==> src/rtl/dmi_req_handler.sv <==
// rtl/dmi_req_handler.sv - DMI request/response queue bridge to the debug-module register bus
//
// Purpose:
//   Pops one DMI request from the request FIFO, performs the register access on the
//   debug-module bus, and pushes exactly one response per popped request. Only one
//   access is outstanding at a time.
//
// Ports:
//   clk_i, rst_ni        clock, asynchronous active-low reset
//   flush_i              synchronous abort back to IDLE
//   req_empty_i          request FIFO empty
//   req_data_i           request {addr, data, op}; op 0 NOP, 1 read, 2 write, 3 reserved
//   req_pop_o            pop request FIFO
//   rsp_full_i           response FIFO full
//   rsp_data_o           response {data, resp}; resp 0 success, 2 failed
//   rsp_push_o           push response FIFO
//   dm_req_o, dm_we_o    register access request / write enable
//   dm_addr_o            register address
//   dm_wdata_o           write data
//   dm_gnt_i             request accepted
//   dm_rvalid_i          access complete
//   dm_rdata_i           read data (with dm_rvalid_i)
//   dm_err_i             access error (with dm_rvalid_i)
//   busy_o               handler not idle
module dmi_req_handler #(
    parameter int ADDR_W  = 7,
    parameter int DATA_W  = 32,
    parameter int TIMEOUT = 255
) (
    input  logic                     clk_i,
    input  logic                     rst_ni,
    input  logic                     flush_i,
    input  logic                     req_empty_i,
    input  logic [ADDR_W+DATA_W+1:0] req_data_i,
    output logic                     req_pop_o,
    input  logic                     rsp_full_i,
    output logic [DATA_W+1:0]        rsp_data_o,
    output logic                     rsp_push_o,
    output logic                     dm_req_o,
    output logic                     dm_we_o,
    output logic [ADDR_W-1:0]        dm_addr_o,
    output logic [DATA_W-1:0]        dm_wdata_o,
    input  logic                     dm_gnt_i,
    input  logic                     dm_rvalid_i,
    input  logic [DATA_W-1:0]        dm_rdata_i,
    input  logic                     dm_err_i,
    output logic                     busy_o
);

    localparam int REQ_W = ADDR_W + DATA_W + 2;
    localparam int CNT_W = $clog2(TIMEOUT + 1);
    localparam logic [CNT_W-1:0] CNT_LAST = CNT_W'(TIMEOUT - 1);

    localparam logic [1:0] OP_NOP   = 2'd0;
    localparam logic [1:0] OP_READ  = 2'd1;
    localparam logic [1:0] OP_WRITE = 2'd2;

    localparam logic [1:0] RESP_OK   = 2'd0;
    localparam logic [1:0] RESP_FAIL = 2'd2;

    typedef enum logic [1:0] {
        S_IDLE,
        S_REQ,
        S_WAIT_R,
        S_RESP
    } state_e;

    state_e              state_q, state_d;
    logic [ADDR_W-1:0]   addr_q, addr_d;
    logic [DATA_W-1:0]   wdata_q, wdata_d;
    logic [1:0]          op_q, op_d;
    logic [DATA_W+1:0]   rsp_q, rsp_d;
    logic [CNT_W-1:0]    cnt_q, cnt_d;

    logic [ADDR_W-1:0]   req_addr;
    logic [DATA_W-1:0]   req_wdata;
    logic [1:0]          req_op;
    logic                timeout_hit;

    assign req_addr  = req_data_i[REQ_W-1 -: ADDR_W];
    assign req_wdata = req_data_i[DATA_W+1:2];
    assign req_op    = req_data_i[1:0];

    always_comb begin
        state_d     = state_q;
        addr_d      = addr_q;
        wdata_d     = wdata_q;
        op_d        = op_q;
        rsp_d       = rsp_q;
        cnt_d       = cnt_q;
        req_pop_o   = 1'b0;
        rsp_push_o  = 1'b0;
        rsp_data_o  = '0;
        dm_req_o    = 1'b0;
        dm_we_o     = 1'b0;
        dm_addr_o   = '0;
        dm_wdata_o  = '0;
        busy_o      = (state_q != S_IDLE);
        timeout_hit = (cnt_q == CNT_LAST);

        case (state_q)
            S_IDLE: begin
                // Gated by rst_ni so every output reads 0 while reset is asserted.
                req_pop_o = rst_ni && !req_empty_i && !flush_i;
                if (req_pop_o) begin
                    addr_d  = req_addr;
                    wdata_d = req_wdata;
                    op_d    = req_op;
                    if (req_op == OP_READ || req_op == OP_WRITE) begin
                        state_d = S_REQ;
                        cnt_d   = '0;
                    end else if (req_op == OP_NOP) begin
                        rsp_d   = {{DATA_W{1'b0}}, RESP_OK};
                        state_d = S_RESP;
                    end else begin
                        rsp_d   = {{DATA_W{1'b0}}, RESP_FAIL};
                        state_d = S_RESP;
                    end
                end
            end

            S_REQ: begin
                dm_req_o   = 1'b1;
                dm_we_o    = (op_q == OP_WRITE);
                dm_addr_o  = addr_q;
                dm_wdata_o = wdata_q;
                cnt_d      = cnt_q + CNT_W'(1);
                // A grant alone is not a completion, so the timeout still wins here.
                if (timeout_hit) begin
                    rsp_d   = {{DATA_W{1'b0}}, RESP_FAIL};
                    state_d = S_RESP;
                end else if (dm_gnt_i) begin
                    state_d = S_WAIT_R;
                end
            end

            S_WAIT_R: begin
                cnt_d = cnt_q + CNT_W'(1);
                // Completion beats a timeout landing in the same cycle.
                if (dm_rvalid_i) begin
                    rsp_d   = {(op_q == OP_READ) ? dm_rdata_i : {DATA_W{1'b0}},
                               dm_err_i ? RESP_FAIL : RESP_OK};
                    state_d = S_RESP;
                end else if (timeout_hit) begin
                    rsp_d   = {{DATA_W{1'b0}}, RESP_FAIL};
                    state_d = S_RESP;
                end
            end

            S_RESP: begin
                rsp_data_o = rsp_q;
                rsp_push_o = rst_ni && !rsp_full_i && !flush_i;
                if (rsp_push_o) begin
                    state_d = S_IDLE;
                end
            end

            default: begin
                state_d = S_IDLE;
            end
        endcase

        if (flush_i) begin
            state_d = S_IDLE;
            cnt_d   = '0;
            rsp_d   = '0;
        end
    end

    always_ff @(posedge clk_i or negedge rst_ni) begin
        if (!rst_ni) begin
            state_q <= S_IDLE;
            addr_q  <= '0;
            wdata_q <= '0;
            op_q    <= '0;
            rsp_q   <= '0;
            cnt_q   <= '0;
        end else begin
            state_q <= state_d;
            addr_q  <= addr_d;
            wdata_q <= wdata_d;
            op_q    <= op_d;
            rsp_q   <= rsp_d;
            cnt_q   <= cnt_d;
        end
    end

endmodule

==> config.mk <==
export PLATFORM = sky130hd
export DESIGN_NAME = dmi_req_handler
export DESIGN_NICKNAME = d
export VERILOG_FILES = /design/src/rtl/dmi_req_handler.sv
export SDC_FILE = /design/constraint.sdc
export NUM_CORES = 1
export LEC_CHECK = 0
export CAP_MARGIN = 10
export CORE_MARGIN = 5
export CORE_UTILIZATION = 49
export CTS_BUF_LIST = sky130_fd_sc_hd__clkbuf_2 sky130_fd_sc_hd__clkbuf_4 sky130_fd_sc_hd__clkbuf_8
export DETAILED_ROUTE_END_ITERATION = 6
export PLACE_DENSITY_LB_ADDON = 0.05
export SKIP_LAST_GASP = 1
export SLEW_MARGIN = 20
export SYNTH_ARGS = -nofsm -noshare
export SYNTH_HDL_FRONTEND = slang
export SYNTH_SLANG_ARGS = --single-unit
==> constraint.sdc <==
create_clock -name clk_i -period 3.3 [get_ports clk_i]
set_input_delay 0.33 -clock clk_i [delete_from_list [all_inputs] [get_ports clk_i]]
set_output_delay 0.33 -clock clk_i [all_outputs]
set_load 0.1 [all_outputs]
==> results by stage <==
Floorplan:
- The placeable core region is 0.00813 sq mm.
- The die is just over 100 microns wide.
- The number of primary I/O pins is 159.
- The floorplan has 33 rows.
- For this configuration, the core starts out at a cell density of between 40% and 50%.
- The die covers 0.0102 sq mm.
- The height of the die is 101 microns.

Min path:
- The classification of the worst-slack hold path is in -> async.

Power:
- The leakage power of the design is roughly 2.7 nW.
- The maximum vdd ir drop is 0.358 mV.
- Dividing total power by cell area gives a power density of 748 mW/mm^2.
- The share of power burned in combinational logic is around half.
- Of the total power, the clock network draws 16.9%.
- The sequential power share is between 30% and 40%.
- The cell internal power dissipation is approximately 2.3 mW.
- Summed over all nets, the switching power comes to 1.97 mW.
- In this run switching power makes up 45.9% of total power.

Flow run:
- The number of maximum-capacitance violations is 0.

Synth:
- The post-synthesis async set-or-reset flop share is 100%.
- The biggest area contributor in the post-synthesis netlist is sky130_fd_sc_hd__dfrtp_1.
- Summing the areas of all xor and xnor instances in the mapped netlist gives 0% of the synthesized area.
- The mux cell area share after synthesis is 11.9%.
- By count the netlist is led by sky130_fd_sc_hd__dfrtp_1, sky130_fd_sc_hd__and2_1, sky130_fd_sc_hd__mux2_2, sky130_fd_sc_hd__a22o_1.
- The net count of the mapped netlist is 431.
- The combinational family with the most area after synthesis is simple AND/OR/NAND/NOR gates.
- The synthesized netlist devotes 2.16% of its cell area to adder and majority cells.
- The share of the synthesized area in compound gates (AO/OA/AOI/OAI) is 13.0%.
- The cell area after synthesis is about 0.0041 sq mm.
- The most used flip-flop cell after synthesis is sky130_fd_sc_hd__dfrtp_1.
- The gate count after technology mapping is 343.
- The proportion of netlist area held by the largest area contributor is a little over half.
- The most frequent cell after synthesis is sky130_fd_sc_hd__dfrtp_1.
- Of the synthesized area, sequential elements account for 52.4%.
- Summing the areas of all and, or, nand and nor instances in the mapped netlist gives 16.8% of the synthesized area.
- By area the synthesized netlist is led by sky130_fd_sc_hd__dfrtp_1, sky130_fd_sc_hd__and2_1, sky130_fd_sc_hd__mux2_2, sky130_fd_sc_hd__a22o_1, sky130_fd_sc_hd__ha_1.
- The number of synthesized flops with an enable pin is 0.
- Counting flops and latches in the post-synthesis netlist gives 85.
- Averaged over all synthesized cells, the footprint is 11.8 sq um.
- For this run, the number of Yosys warnings is 0.
- The number of different library cells used by synthesis comes to 45.

STA:
- The fraction of the cycle the final worst path needs is 80.6%.
- The least setup slack across all paths after layout is 639 ps.
- The highest clock frequency the design can meet is between 300 and 400 MHz.
- Setup violations remaining at the end of the flow were counted as 0.
- The worst clock skew on the final layout is ~12 ps.
- The number of endpoints with negative hold slack in the final report is 0.
- The actual transition at the worst max-transition pin is 643 ps.
- The final count of pins violating max slew is 0.
- Summed over all failing endpoints, the final setup total negative slack is 0 ps.
- The clock period minus final worst setup slack is 2660 ps.
- The relative max-transition margin is 57.1%.
- Setup repair after global routing left no endpoint under its margin.

Setup path:
- Tracing the worst setup path back leads to its startpoint at state_q[0].
- Data on the critical path is required at its endpoint by roughly 3000 ps.
- The worst setup path is launched from a register.
- The worst-path maximum fanout is 22.
- The worst setup path is captured at an output pin.
- The critical path class is reg -> out.
- The startpoint of the most critical register-to-register path is state_q[0].
- The data arrival at the endpoint of the critical path is 2330 ps.

GRT:
- The via count of the first global-routing pass is 3236.
- The total overflow left after global routing is 0.
- The number of antenna violations at the first check in global routing is 0.
- The wire length of the first global-routing pass is ~16000 microns.
- Global routing used 19.9% of the available tracks across all layers.
- Entering global routing, the biggest net connects 53 pins.

Drt:
- In this run, the number of DRC markers left after iteration 0 of detailed routing was 80.
- Dividing the detail-routed wire length by the instance count gives between 15 and 20 microns.
- For this block, the via count after detailed routing is ~3200.
- The first-pass detailed-route iteration total is 4.
- Dividing the detail-routed via count by the number of cells gives roughly 5.2.
- In the routed design, unresolved DRC markers number 0.
- In this run the remaining antenna-violating nets after routing total 0.
- The final layout contains routed wiring with a total length of ~10000 microns.

Clock network:
- The clock tree root buffer cell is sky130_fd_sc_hd__clkbuf_8.
- The TritonCTS buffer count is 9.
- The H-tree depth is 3.
- The maximum number of buffers from clock root to sink is 2.
- In this run the post-CTS setup repair buffer count came out at 0.
- TritonCTS built the clock tree.
- The total of cells resized after clock tree synthesis is 0.
- Buffers inserted to repair hold after CTS numbered 0.
- Clock-pin slew was measured on the worst setup and hold paths at roughly 80 ps.
- At the later pin of the worst-skew pair, clock insertion delay measures about 340 ps.
- The clock sink count is between 80 and 90.

Placement:
- The number of port buffers is between 150 and 200.
- The post-place setup slack is 841 ps.
- At the end of routability-driven placement, the weighted congestion stood at 0.834.
- The HPWL after detailed placement is 7450 microns.

Run status:
- The run finished with clean final reports.

Final layout:
- The net count of the finished layout is 584.
- The share of post-route cells with drive strength above 1 is between 30% and 40%.
- The antenna diode instance count is 0.
- Measured on the finished design, the core utilization comes to 70.5%.
- The area overhead of the layout relative to synthesis is 41.3%.
[cells by family (layout without fill, tap and decap cells)]
group,count (synthesis),in the layout
compound gates,64,64
mux,43,43
simple gates,112,112
flops,85,85
fa+ha+maj,7,7
buf+inv,32,190
[flip-flops by register name, summed over array words and instances (netlist names)]
name / count
state_q: 2
wdata_q: 32
rsp_q: 34
cnt_q: 8
addr_q: 7
op_q: 2
[stage by stage]
stage	area (sq um)	hold WS, ps	cells	power, mW
detailed placement	5540	405	590	3.60
global route	5730	57.0	606	4.50
finish	5730	25.2	606	4.29
floorplan	4060	34.4	343	3.11
global placement	5540	398	590	3.54
CTS	5730	20.7	606	4.32
[worst max-delay path, cell delays in order (launching register included)]
cell                      delay [ps]
sky130_fd_sc_hd__dfrtp_1         450
sky130_fd_sc_hd__inv_1           130
sky130_fd_sc_hd__ha_1            350
sky130_fd_sc_hd__and3_2          610
sky130_fd_sc_hd__buf_12          250
sky130_fd_sc_hd__buf_12          190
[layout make-up]
type | instances | area, sq um
timing repair buffer | 164 | 1450
sequential | 85 | 2130
clock buffer | 10 | 131
fill | 609 | 2400
tap | 105 | 131
clock inverter | 6 | 63.8
inverter | 10 | 37.5
multi-input combinational | 226 | 1790
[placed cells by master (no fill, tap or decap), drive strengths merged, types with 4 or more instances in the layout]
cell type      count
clkdlybuf4s50     79
nand2              7
a22o              33
buf               85
o21ai              9
nor2               5
clkbuf            10
and2              74
ha                 7
dfrtp             85
a31oi              4
nor2b              4
mux2              41
inv               10
[final timing paths]
check | endpoint | slack, ps | depth (start not counted)
min reg2reg | cnt_q[7] | 490 | 1
min in group clk_i | cnt_q[7] | 490 | 1
max in group asynchronous | addr_q[6] | 2270 | 3
max reg2reg | rsp_q[30] | 950 | 6
min | rsp_q[1] | 30 | 2
max | req_pop_o | 640 | 5
[routing by layer]
metal	global-route usage, %	part of all wire (%)	wire (microns)	vias to the layer above
met5	0	0	0	-
met4	6.75	1.5	146	0
met3	4.84	7.8	779	14
met2	32.1	48	4790	116
met1	26.5	43	4320	1520
li1	-	-	-	1502
[power by group through the flow]
stage,clock network (mW),registers (mW),logic (mW)
final,0.723,1.47,2.10
after global routing,0.783,1.51,2.21
after CTS,0.742,1.47,2.11
after detailed placement,0,1.49,2.11
after global placement,0,1.47,2.08
after floorplan,0,1.44,1.67
No activity file was read; power rests on OpenSTA's default activity.
